[src/rtl/if_id_queue_if.sv]
// Fetch/decode handshake bundle for the IF/ID instruction queue.
// master drives fetch, flush and decode-ready; slave is the queue.
interface if_id_queue_if #(
    parameter int XLEN  = 32,
    parameter int ILEN  = 32,
    parameter int DEPTH = 4
);
    localparam int CW = $clog2(DEPTH + 1);

    logic            flush_i;
    logic            if_valid_i;
    logic [ILEN-1:0] if_inst_i;
    logic [XLEN-1:0] if_pc_i;
    logic            if_ready_o;
    logic            id_valid_o;
    logic [ILEN-1:0] id_inst_o;
    logic [XLEN-1:0] id_pc_o;
    logic            id_ready_i;
    logic [CW-1:0]   count_o;

    modport master (
        output flush_i, if_valid_i, if_inst_i, if_pc_i, id_ready_i,
        input  if_ready_o, id_valid_o, id_inst_o, id_pc_o, count_o
    );

    modport slave (
        input  flush_i, if_valid_i, if_inst_i, if_pc_i, id_ready_i,
        output if_ready_o, id_valid_o, id_inst_o, id_pc_o, count_o
    );
endinterface

[src/rtl/if_id_queue.sv]
// DEPTH-entry first-word-fall-through queue between fetch and decode.
// Outputs depend only on registered state; flush empties in one cycle.
module if_id_queue #(
    parameter int              XLEN     = 32,
    parameter int              ILEN     = 32,
    parameter int              DEPTH    = 4,
    parameter logic [ILEN-1:0] NOP_INST = 32'h00000013
) (
    input  logic          clk_i,
    input  logic          rst_i,
    if_id_queue_if.slave  bus
);
    localparam int PW = $clog2(DEPTH);
    localparam int CW = $clog2(DEPTH + 1);

    logic [ILEN-1:0] mem_inst [DEPTH];
    logic [XLEN-1:0] mem_pc   [DEPTH];
    logic [PW-1:0]   rd_ptr;
    logic [PW-1:0]   wr_ptr;
    logic [CW-1:0]   count;

    logic full;
    logic empty;
    logic push;
    logic pop;

    assign full  = (count == CW'(DEPTH));
    assign empty = (count == '0);

    // Ready is based on stored state only, so a full queue rejects
    // pushes even when decode pops in the same cycle.
    assign bus.if_ready_o = ~full;
    assign bus.id_valid_o = ~empty;
    assign bus.count_o    = count;

    assign push = bus.if_valid_i & ~full & ~bus.flush_i;
    assign pop  = ~empty & bus.id_ready_i & ~bus.flush_i;

    // Head mux: present the canonical NOP with PC 0 when nothing is held.
    always_comb begin
        bus.id_inst_o = NOP_INST;
        bus.id_pc_o   = '0;
        if (!empty) begin
            bus.id_inst_o = mem_inst[rd_ptr];
            bus.id_pc_o   = mem_pc[rd_ptr];
        end
    end

    // Storage write; contents are deliberately left unreset.
    always_ff @(posedge clk_i) begin
        if (!rst_i && push) begin
            mem_inst[wr_ptr] <= bus.if_inst_i;
            mem_pc[wr_ptr]   <= bus.if_pc_i;
        end
    end

    // Pointer and occupancy update; reset beats flush beats handshakes.
    always_ff @(posedge clk_i) begin
        if (rst_i) begin
            rd_ptr <= '0;
            wr_ptr <= '0;
            count  <= '0;
        end else if (bus.flush_i) begin
            rd_ptr <= '0;
            wr_ptr <= '0;
            count  <= '0;
        end else begin
            if (push) wr_ptr <= wr_ptr + PW'(1);
            if (pop)  rd_ptr <= rd_ptr + PW'(1);
            unique case ({push, pop})
                2'b10:   count <= count + CW'(1);
                2'b01:   count <= count - CW'(1);
                default: count <= count;
            endcase
        end
    end
endmodule

[src/flat_wrapper.sv]
// flat-port wrapper written by rule: the top's interface ports become plain ports
module if_id_queue_flat 
#(
    parameter int              XLEN     = 32,
    parameter int              ILEN     = 32,
    parameter int              DEPTH    = 4,
    parameter logic [ILEN-1:0] NOP_INST = 32'h00000013
)
  (clk_i, rst_i, bus_flush_i, bus_if_valid_i, bus_if_inst_i, bus_if_pc_i, bus_id_ready_i, bus_if_ready_o, bus_id_valid_o, bus_id_inst_o, bus_id_pc_o, bus_count_o);
  if_id_queue_if #(.XLEN(XLEN), .ILEN(ILEN), .DEPTH(DEPTH)) bus_i ();
  input  logic clk_i;
  input  logic rst_i;
  input wire logic [$bits(bus_i.flush_i)-1:0] bus_flush_i;
  input wire logic [$bits(bus_i.if_valid_i)-1:0] bus_if_valid_i;
  input wire logic [$bits(bus_i.if_inst_i)-1:0] bus_if_inst_i;
  input wire logic [$bits(bus_i.if_pc_i)-1:0] bus_if_pc_i;
  input wire logic [$bits(bus_i.id_ready_i)-1:0] bus_id_ready_i;
  output wire logic [$bits(bus_i.if_ready_o)-1:0] bus_if_ready_o;
  output wire logic [$bits(bus_i.id_valid_o)-1:0] bus_id_valid_o;
  output wire logic [$bits(bus_i.id_inst_o)-1:0] bus_id_inst_o;
  output wire logic [$bits(bus_i.id_pc_o)-1:0] bus_id_pc_o;
  output wire logic [$bits(bus_i.count_o)-1:0] bus_count_o;
  assign bus_i.flush_i = bus_flush_i;
  assign bus_i.if_valid_i = bus_if_valid_i;
  assign bus_i.if_inst_i = bus_if_inst_i;
  assign bus_i.if_pc_i = bus_if_pc_i;
  assign bus_i.id_ready_i = bus_id_ready_i;
  assign bus_if_ready_o = bus_i.if_ready_o;
  assign bus_id_valid_o = bus_i.id_valid_o;
  assign bus_id_inst_o = bus_i.id_inst_o;
  assign bus_id_pc_o = bus_i.id_pc_o;
  assign bus_count_o = bus_i.count_o;
  if_id_queue #(.XLEN(XLEN), .ILEN(ILEN), .DEPTH(DEPTH), .NOP_INST(NOP_INST)) u_core (.clk_i(clk_i), .rst_i(rst_i), .bus(bus_i));
endmodule
[config.mk]
export PLATFORM = sky130hd
export DESIGN_NAME = if_id_queue_flat
export DESIGN_NICKNAME = d
export VERILOG_FILES = /design/src/rtl/if_id_queue_if.sv /design/src/rtl/if_id_queue.sv /design/src/flat_wrapper.sv
export SDC_FILE = /design/constraint.sdc
export NUM_CORES = 1
export LEC_CHECK = 0
export CAP_MARGIN = 20
export CELL_PAD_IN_SITES_DETAIL_PLACEMENT = 0
export CELL_PAD_IN_SITES_GLOBAL_PLACEMENT = 1
export CORE_MARGIN = 8
export CORE_UTILIZATION = 55
export DETAILED_ROUTE_END_ITERATION = 6
export DONT_BUFFER_PORTS = 1
export HOLD_SLACK_MARGIN = 0.1
export PLACE_DENSITY_LB_ADDON = 0.1
export REMOVE_ABC_BUFFERS = 1
export SLEW_MARGIN = 15
export SYNTH_ARGS = -nofsm -noshare
export SYNTH_HDL_FRONTEND = slang
export SYNTH_SLANG_ARGS = --single-unit
[constraint.sdc]
create_clock -name clk_i -period 3.26 [get_ports clk_i]
set_clock_uncertainty 0.15 [all_clocks]
set_input_delay 0.489 -clock clk_i [delete_from_list [all_inputs] [get_ports clk_i]]
set_output_delay 0.489 -clock clk_i [all_outputs]
set_load 0.005 [all_outputs]
== Yosys cells after proc, flatten, opt, wreduce, memory -nomap -nowiden ==
Memory sizes are Yosys's and may differ from the RTL's. A register that Yosys moved wholly into a read port is not among the register bits.
Index checks and enable logic that the tools add are counted.

* Bitwise gates (word level): 7
* $lt $le $gt $ge: 0
* Equal/unequal tests: 3
* Multiply operators: 0
* Div/mod/pow operators: 0
* Shift operators: 0
* Add/sub/neg operators: 4
* Muxes and demuxes: 9
* Reduce and logical (&&, ||, !) cells: 5

{| class="wikitable"
|+ Operators by type and width
! operator !! number
|-
| $mux W32 || 2
|-
| $mux W2 || 4
|-
| $pmux W3 S2 || 1
|-
| $add A2 B1 Y2 const B || 2
|-
| $and A1 B1 Y1 || 4
|-
| $add A3 B1 Y3 const B || 1
|-
| $eq A3 B3 Y1 const B || 1
|-
| $logic_not A3 Y1 || 1
|-
| $not A1 Y1 || 3
|-
| $sub A3 B1 Y3 const B || 1
|-
| $eq A2 B1 Y1 const B || 1
|-
| $eq A2 B2 Y1 const B || 1
|-
| $mux W1 || 2
|-
| $reduce_bool A2 Y1 || 1
|-
| $reduce_or A2 Y1 || 1
|-
| $logic_and A1 B1 Y1 || 1
|-
| $logic_not A1 Y1 || 1
|}

* Memory bits (writable): 256
* Bits in latches: 0
* Register bits after elaboration: 7
* ROM bits: 0
* Logic and storage cells: 33
* Output and inout port bits: 69
* Input bits: 69
* Memories kept: 2

{| class="wikitable"
|+ Memories
! name !! words !! width !! rd ports !! clocked after Yosys merged registers in !! write ports !! RTL line !! RTL
|-
| u_core.mem_inst || 4 || 32 || 1 || 1 || 1 || if_id_queue.sv:16 || <nowiki>logic [ILEN-1:0] mem_inst [DEPTH];</nowiki>
|-
| u_core.mem_pc || 4 || 32 || 1 || 1 || 1 || if_id_queue.sv:17 || <nowiki>logic [XLEN-1:0] mem_pc [DEPTH];</nowiki>
|}

== Logic depth before layout (Yosys ltp) ==
Gate-level depths: netlist (run 1).

* Depth after elaboration: 7
* Depth in mapped cells: 9
* Gate-level depth less buffers: 9

== Least setup slack after synthesis (run 1) ==
Ideal clock, no wire load.

* Path type: flip-flop to flip-flop
* Start point: register u_core.count[0], in the netlist u_core.bus.count_o[0]
* End point: memory u_core.mem_inst[0][0], enable pin
* Clock period less this slack: 2.909 ns
* Arrival time: 2.330 ns
* Data required time: 2.681 ns
* Library setup time: 0.429 ns
* Stages on the path, launching flop included: 4
* Path buffers: 0
* Path slack: 0.351 ns
* Cell sequence: dfxtp_1 > or3b_4 > and2_4 > and3_1

* Longest elaborated chain between the ends: 7

{| class="wikitable"
|+ Ends and longest elaborated chain
! item !! RTL line !! RTL
|-
| from (decl) || if_id_queue.sv:20 || <nowiki>logic [CW-1:0] count;</nowiki>
|-
| from (signal assigned) || if_id_queue.sv:71 || <nowiki>2'b10: count <= count + CW'(1);</nowiki>
|-
| from (signal assigned) || if_id_queue.sv:72 || <nowiki>2'b01: count <= count - CW'(1);</nowiki>
|-
| from (signal assigned) || if_id_queue.sv:73 || <nowiki>default: count <= count;</nowiki>
|-
| $eq A3 B3 Y1 || if_id_queue.sv:27 || <nowiki>assign full = (count == CW'(DEPTH));</nowiki>
|-
| $not A1 Y1 || n/a ||
|-
| net bus_if_ready_o || flat_wrapper.sv:18 || <nowiki>output wire logic [$bits(bus_i.if_ready_o)-1:0] bus_if_ready_o;</nowiki>
|-
| $and A1 B1 Y1 (2 in a row) || if_id_queue.sv:36 || <nowiki>assign push = bus.if_valid_i & ~full & ~bus.flush_i;</nowiki>
|-
| $logic_and A1 B1 Y1 || if_id_queue.sv:51 || <nowiki>if (!rst_i && push) begin</nowiki>
|-
| $mux W1 || if_id_queue.sv:51 ||
|-
| $mux W1 (implied by the code) || if_id_queue.sv:52 || <nowiki>mem_inst[wr_ptr] <= bus.if_inst_i;</nowiki>
|-
| to (decl) || if_id_queue.sv:16 ||
|}

The timed path passes the listed nets, and every way through them passes these cells.

==> results.cfg, run 1 <==
[status]
status = completed

[cells_and_area]
drive_gt1_frac = 0.220
num_antenna_cells = 0
final_cell_mix = edfxtp_1, dlygate4sd3_1, mux4_2
syn2layout_area_growth_pct = 17.5
multi_input_area_um2 = 2150
nFillCells = 1255
nets = 623
regArea_um2 = 7880
final_common_cell = edfxtp_1

[power]
power_density_nw_per_um2 = 561
p_leak_nw = 3.78
ir_drop_uv = 499
power.total_mw = 6.74

[critical_path]
path_delay_family = multiplexers
worstPathArrival_ns = 2.12
start_kind = flip-flop
cp_cell_sequence = buf_12 -> mux4_2 -> and2_1
path_class = flip-flop to output pin
path_buf_inv = 1
crit_required_ns = 2.62
critPathMaxStageDelay_ns = 0.59
worstPathMaxFanout = 34
crit_path_end_kind = output pin
cp_slowest_cell = mux4_2

[flow_run]
drv_cap = 0

[clock_tree]
clock-sinks = 265
clk_latency_ns = 0.50
cts_tree = built
clockBufferDepth = 3
clkTransAtPathRegs_ns = 0.06
cts_buffers = 27
cts-resized-gates = 0
cts_setup_buffers = 0
h-tree-depth = 1
root_buffer = clkbuf_16

[synth]
netlist_instances = 459
ys_seq_area_frac = 0.770
ys_types = 30
synth.top_cell.area_share = 0.753
synth_top_cell_by_area = edfxtp_1
post_synth_instance_area_um2 = 10200
synth-seq-cells = 265
yosys_warnings = 0
avgSynthCellArea_um2 = 22.3
synthTopCellsByArea = edfxtp_1, mux4_2, and2_1

[drt]
vias = 4620
ant_nets = 0
via_per_inst = 5.80
wl_per_cell_um = 23.3
drcViolationCount = 0
routed_wl_um = 18600
dr.first_iter.drc_count = 324
dr.pass1.iters = 5

[die]
start_util = 0.553
rows = 50
die-height_um = 152
core-area_um2 = 18500
die_w_um = 152
ios = 138
die-area_um2 = 23200

[placed_design]
hpwl_um = 11000
gp_congestion = 0.683
io_buffers = 0

[global_route]
grt_max_degree = 63
track_usage = 0.158
grt_overflow = 0
antenna_found_initial = 0
grt_pass1_wl_um = 28400
grt_pass1_vias = 4934

[sta]
slew_violations = 0
fmax_ghz = 0.362
slew_headroom = 0.406
setup_viol = 0
timing.final.crit_share = 0.847
min_period_ns = 2.76
hold_violations = 0
rsz0062_at_grt = no
hold_slack_ns = 0.119
tightest_slew_ns = 0.890

[worst_hold_path]
hp-class = input pin to flip-flop
==> per-stage QoR <==
stage                     instance area [um^2]  TNS (ns)  utilization  setup slack [ns]  instances
after floorplan                          10000    -58.41            -            -0.960        438
after global placement                   10500         0        0.570             0.743        683
after detailed placement                 10500         0        0.570             0.664        683
after CTS                                12000         0        0.650             0.398        797
after global routing                     12000         0        0.650             0.283        797
final                                    12000         0        0.650             0.498        797
==> final cells by class <==
cell class,count,share of cell area
clock buffers,36,0.0625
clock inverters,8,0.00323
inverters,6,0.00188
multi-input cells,167,0.179
flip-flops and latches,265,0.656
well taps,234,0.0244
repair buffers,81,0.0726
==> where the power goes <==
part           internal, mW  switching, mW  leakage [nW]
logic                 0.111          0.112         0.994
clock network          1.59           1.14         0.396
registers              3.77        0.00980          2.39
==> sequential cells by signal, summed over array words and instances, names as in the netlist, named ones only <==
signal / flops
u_core.rd_ptr: 2
u_core.mem_inst: 128
u_core.wr_ptr: 2
u_core.mem_pc: 128
u_core.bus.count_o: 3
==> logic make-up after synthesis <==
logic type | after synthesis | share of synthesized area
AO/OA/AOI/OAI | 8 | 0.00490
XOR/XNOR | 3 | 0.00257
adder cells (fa/ha/maj) | 6 | 0.00809
buffers and inverters | 27 | 0.0211
flip-flops | 265 | 0.770
multiplexers | 64 | 0.141
AND/OR/NAND/NOR | 86 | 0.0516
==> path summary, 6_finish.rpt <==
kind	start	end	slack [ns]	cells past startpoint
hold / removal	bus_flush_i	u_core.bus.count_o[2]	0.12	2
setup reg to reg	u_core.bus.count_o[2]	u_core.bus.count_o[2]	0.68	9
setup / recovery	flip-flop	bus_id_pc_o[25]	0.50	3
hold reg to reg	u_core.rd_ptr[1]	flip-flop	0.36	2
==> cell usage after synthesis <==
| cell type | number |
|---|---|
| a21oi_1 | 3 |
| buf_12 | 6 |
| buf_6 | 1 |
| buf_2 | 6 |
| and3_1 | 4 |
| nand2_1 | 2 |
| o31ai_2 | 1 |
| and2_1 | 61 |
| nand4_1 | 2 |
| xor2_1 | 3 |
| edfxtp_1 | 256 |
| dfxtp_1 | 9 |
| clkbuf_1 | 7 |
| or3_1 | 2 |
| ha_1 | 5 |
| or3b_4 | 1 |
| nor3_2 | 1 |
| or2_2 | 1 |
| nand2b_1 | 1 |
| o31ai_1 | 1 |
| nor2_1 | 7 |
| o21ai_0 | 2 |
| fa_1 | 1 |
| or2_1 | 3 |
| and2_4 | 1 |
| mux4_1 | 1 |
| o21ai_1 | 1 |
| mux4_2 | 63 |
| clkbuf_2 | 1 |
| inv_1 | 6 |
==> layer usage <==
metal,global-route usage,vias to the layer above,part of all wire
li1,-,2036,-
met1,0.189,2428,0.39
met2,0.278,131,0.52
met3,0.0468,25,0.068
met4,0.0343,0,0.017
met5,0,-,0
==> what timing repair did <==
| action | CTS | global route |
|---|---|---|
| endpoints found under the setup margin | 0 | 0 |
| hold buffers | 70 | 0 |
| endpoints found under the hold margin | 261 | 0 |
No activity file was read; power rests on OpenSTA's default activity.
==> run 2: changes to the inputs <==
--- a/config.mk
+++ b/config.mk
@@ -5,11 +5,12 @@
 export SDC_FILE = /design/constraint.sdc
 export NUM_CORES = 1
 export LEC_CHECK = 0
+export ABC_AREA = 1
 export CAP_MARGIN = 20
 export CELL_PAD_IN_SITES_DETAIL_PLACEMENT = 0
 export CELL_PAD_IN_SITES_GLOBAL_PLACEMENT = 1
 export CORE_MARGIN = 8
-export CORE_UTILIZATION = 55
+export CORE_UTILIZATION = 51
 export DETAILED_ROUTE_END_ITERATION = 6
 export DONT_BUFFER_PORTS = 1
 export HOLD_SLACK_MARGIN = 0.1
==> constraint.sdc (replaced) <==
create_clock -name clk_i -period 2.8 [get_ports clk_i]
set_clock_uncertainty 0.15 [all_clocks]
set_input_delay 0.42 -clock clk_i [delete_from_list [all_inputs] [get_ports clk_i]]
set_output_delay 0.42 -clock clk_i [all_outputs]
set_load 0.005 [all_outputs]
==> run 2 against run 1 <==
Compared with the run above: sequential share of layout area fell by 2.2 points; area after synthesis rose by 2.2%; sequential power rose by 17%; worst hold slack improved by 0.026 ns; via count rose by 39%; critical path depth rose by 2; setup slack got worse by 0.27 ns; wire length rose by 24%; global-route usage rose by 2.0 points; sequential cell count did not move; largest cell class unchanged; largest power group unchanged.
==> results.cfg, run 2 <==
[worst_hold_path]
worst_hold_path.endpoint = u_core.bus.count_o[0]
hp-class = input pin to flip-flop
hold-path-cell-count = 3
hold_start = bus_flush_i

[synth]
synth-seq-cells = 265
synth-edff-count = 256
post_synth_instance_area_um2 = 10400
synthTopCellsByArea = edfxtp_1, nor2_1, o21ai_0
avgSynthCellArea_um2 = 12.6
ys_seq_area_frac = 0.754
synth_common_cells = nor2_1, edfxtp_1, o21ai_0
synth_flop_cell = edfxtp_1
yosys_warnings = 0
synth.top_cell.area_share = 0.736
netlist_instances = 826
ys_types = 19
async_reset_ff_frac = 0
yosysMostFrequentCell = nor2_1
synth_top_cell_by_area = edfxtp_1

[clock_tree]
cts_tree = built
h-tree-depth = 1
clkTransAtPathRegs_ns = 0.06
root_buffer = clkbuf_16
clk_latency_ns = 0.52
cts_buffers = 27
clockBufferDepth = 3
clock-sinks = 265

[sta]
fmax_ghz = 0.389
min_period_ns = 2.57
slew_headroom = 0.436
tightest_slew_ns = 0.847
rsz0062_at_grt = no
slew_violations = 0
timing.final.crit_share = 0.918
hold_violations = 0
setup_viol = 0

[cells_and_area]
final_common_cell = edfxtp_1
final_cells = 1189
final_cell_mix = edfxtp_1, nor2_1, o21ai_0
syn2layout_area_growth_pct = 19.0
fin_util = 0.616
nets = 973
multi_input_area_um2 = 2210
nFillCells = 1559
drive_gt1_frac = 0.0784
regArea_um2 = 7870

[power]
power.internal_mw = 6.82
p_sw_frac = 0.192
power_density_nw_per_um2 = 680
power_frac_seq = 0.522
power.total_mw = 8.44
ir_drop_uv = 551
p_leak_nw = 4.21
power_frac_comb = 0.040
pwr-share-clk = 0.437
p_sw_mw = 1.62

[drt]
dr.pass1.iters = 5
ant_nets = 0
dr.first_iter.drc_count = 501
routed_wl_um = 23100
vias = 6426
drcViolationCount = 0
wl_per_cell_um = 19.4
via_per_inst = 5.40

[placed_design]
io_buffers = 0
dpl.cell_count = 1069
hpwl_um = 13000
gp_congestion = 0.787

[die]
rows = 52
start_util = 0.518
die_w_um = 159
core-area_um2 = 20200
die-height_um = 159
ios = 138
die-area_um2 = 25300

[global_route]
track_usage = 0.178
global_route.usage.met3 = 0.0447
grt_pass1_wl_um = 36100
grt_overflow = 0
antenna_found_initial = 2
gr-usage-met1 = 0.219
grt_max_degree = 65
grt_pass1_vias = 6443
met2_usage = 0.313
grt.busiest_layer = met2

[critical_path]
worstPathMaxFanout = 42
path_class = flip-flop to output pin
reg2reg_from = u_core.bus.count_o[2]
r2r_cells = 12
crit_path_end_kind = output pin
timing.rr.end = u_core.bus.count_o[2]
start_kind = flip-flop
worstPathArrival_ns = 2.00
reg2reg_slack_ns = 0.58
crit_required_ns = 2.23

[flow_run]
drv_cap = 0

[status]
status = completed
[run 2: stage by stage]
step	hold WS, ns	TNS (ns)	cell area, um^2	worst slack (ns)
2_1_floorplan	0.309	-476.74	10100	-1.93
3_3_place_gp	0.341	0	10800	0.656
3_5_place_dp	0.333	0	10800	0.577
4_1_cts	0.118	0	12400	0.0673
5_1_grt	0.209	0	12400	0.0180
6_report	0.145	0	12400	0.230
[run 2: cell families after synthesis]
family | synth area share
buffers and inverters | 0.0375
adders and majority gates | 0.00791
DFF | 0.754
and+or+nand+nor | 0.105
AOI/OAI and AO/OA | 0.0954
[run 2: worst max-delay path by stage]
stage                                  endpoint  slack [ns]  depth (start not counted)
after floorplan               bus_id_inst_o[17]       -1.93                          3
after global placement    u_core.bus.count_o[2]        0.66                         13
after detailed placement  u_core.bus.count_o[2]        0.58                         13
after CTS                       bus_id_pc_o[31]        0.07                          4
after global routing            bus_id_pc_o[27]        0.02                          5
final                           bus_id_pc_o[27]        0.23                          5
[run 2: cell type report]
class / instances / share of cell area
multi-input combinational: 495 / 0.178
sequential: 265 / 0.634
timing repair buffer: 90 / 0.0799
clock buffer: 34 / 0.0589
tap: 270 / 0.0272
antenna: 1 / 0.000201
inverter: 19 / 0.00594
clock inverter: 15 / 0.0160
[run 2: power groups by stage]
stage | Clock (mW) | Combinational [mW] | Sequential (mW)
floorplan | 0 | 0.130 | 4.50
CTS | 3.77 | 0.346 | 4.41
global placement | 0 | 0.222 | 4.49
detailed placement | 0 | 0.226 | 4.50
finish | 3.69 | 0.340 | 4.41
global route | 3.92 | 0.379 | 4.41
[run 2: routing by layer]
metal	wire length (um)	vias to the layer above
li1	-	3065
met1	9530	3157
met2	11800	171
met3	1450	31
met4	353	2
met5	8	-
[run 2: critical path: stages (launching register included)]
cell and delay, ns:
dfxtp_4 0.54, buf_6 0.35, nor2_1 0.09, nor2_1 0.09
o21ai_0 0.09, a21oi_1 0.30
[run 2: what timing repair did]
| action | in CTS | in global routing |
|---|---|---|
| resized for setup | 0 | 2 |
| setup buffers | 0 | 0 |
| hold buffers | 70 | 0 |
| endpoints found under the setup margin | 0 | 35 |
| endpoints found under the hold margin | 265 | 0 |
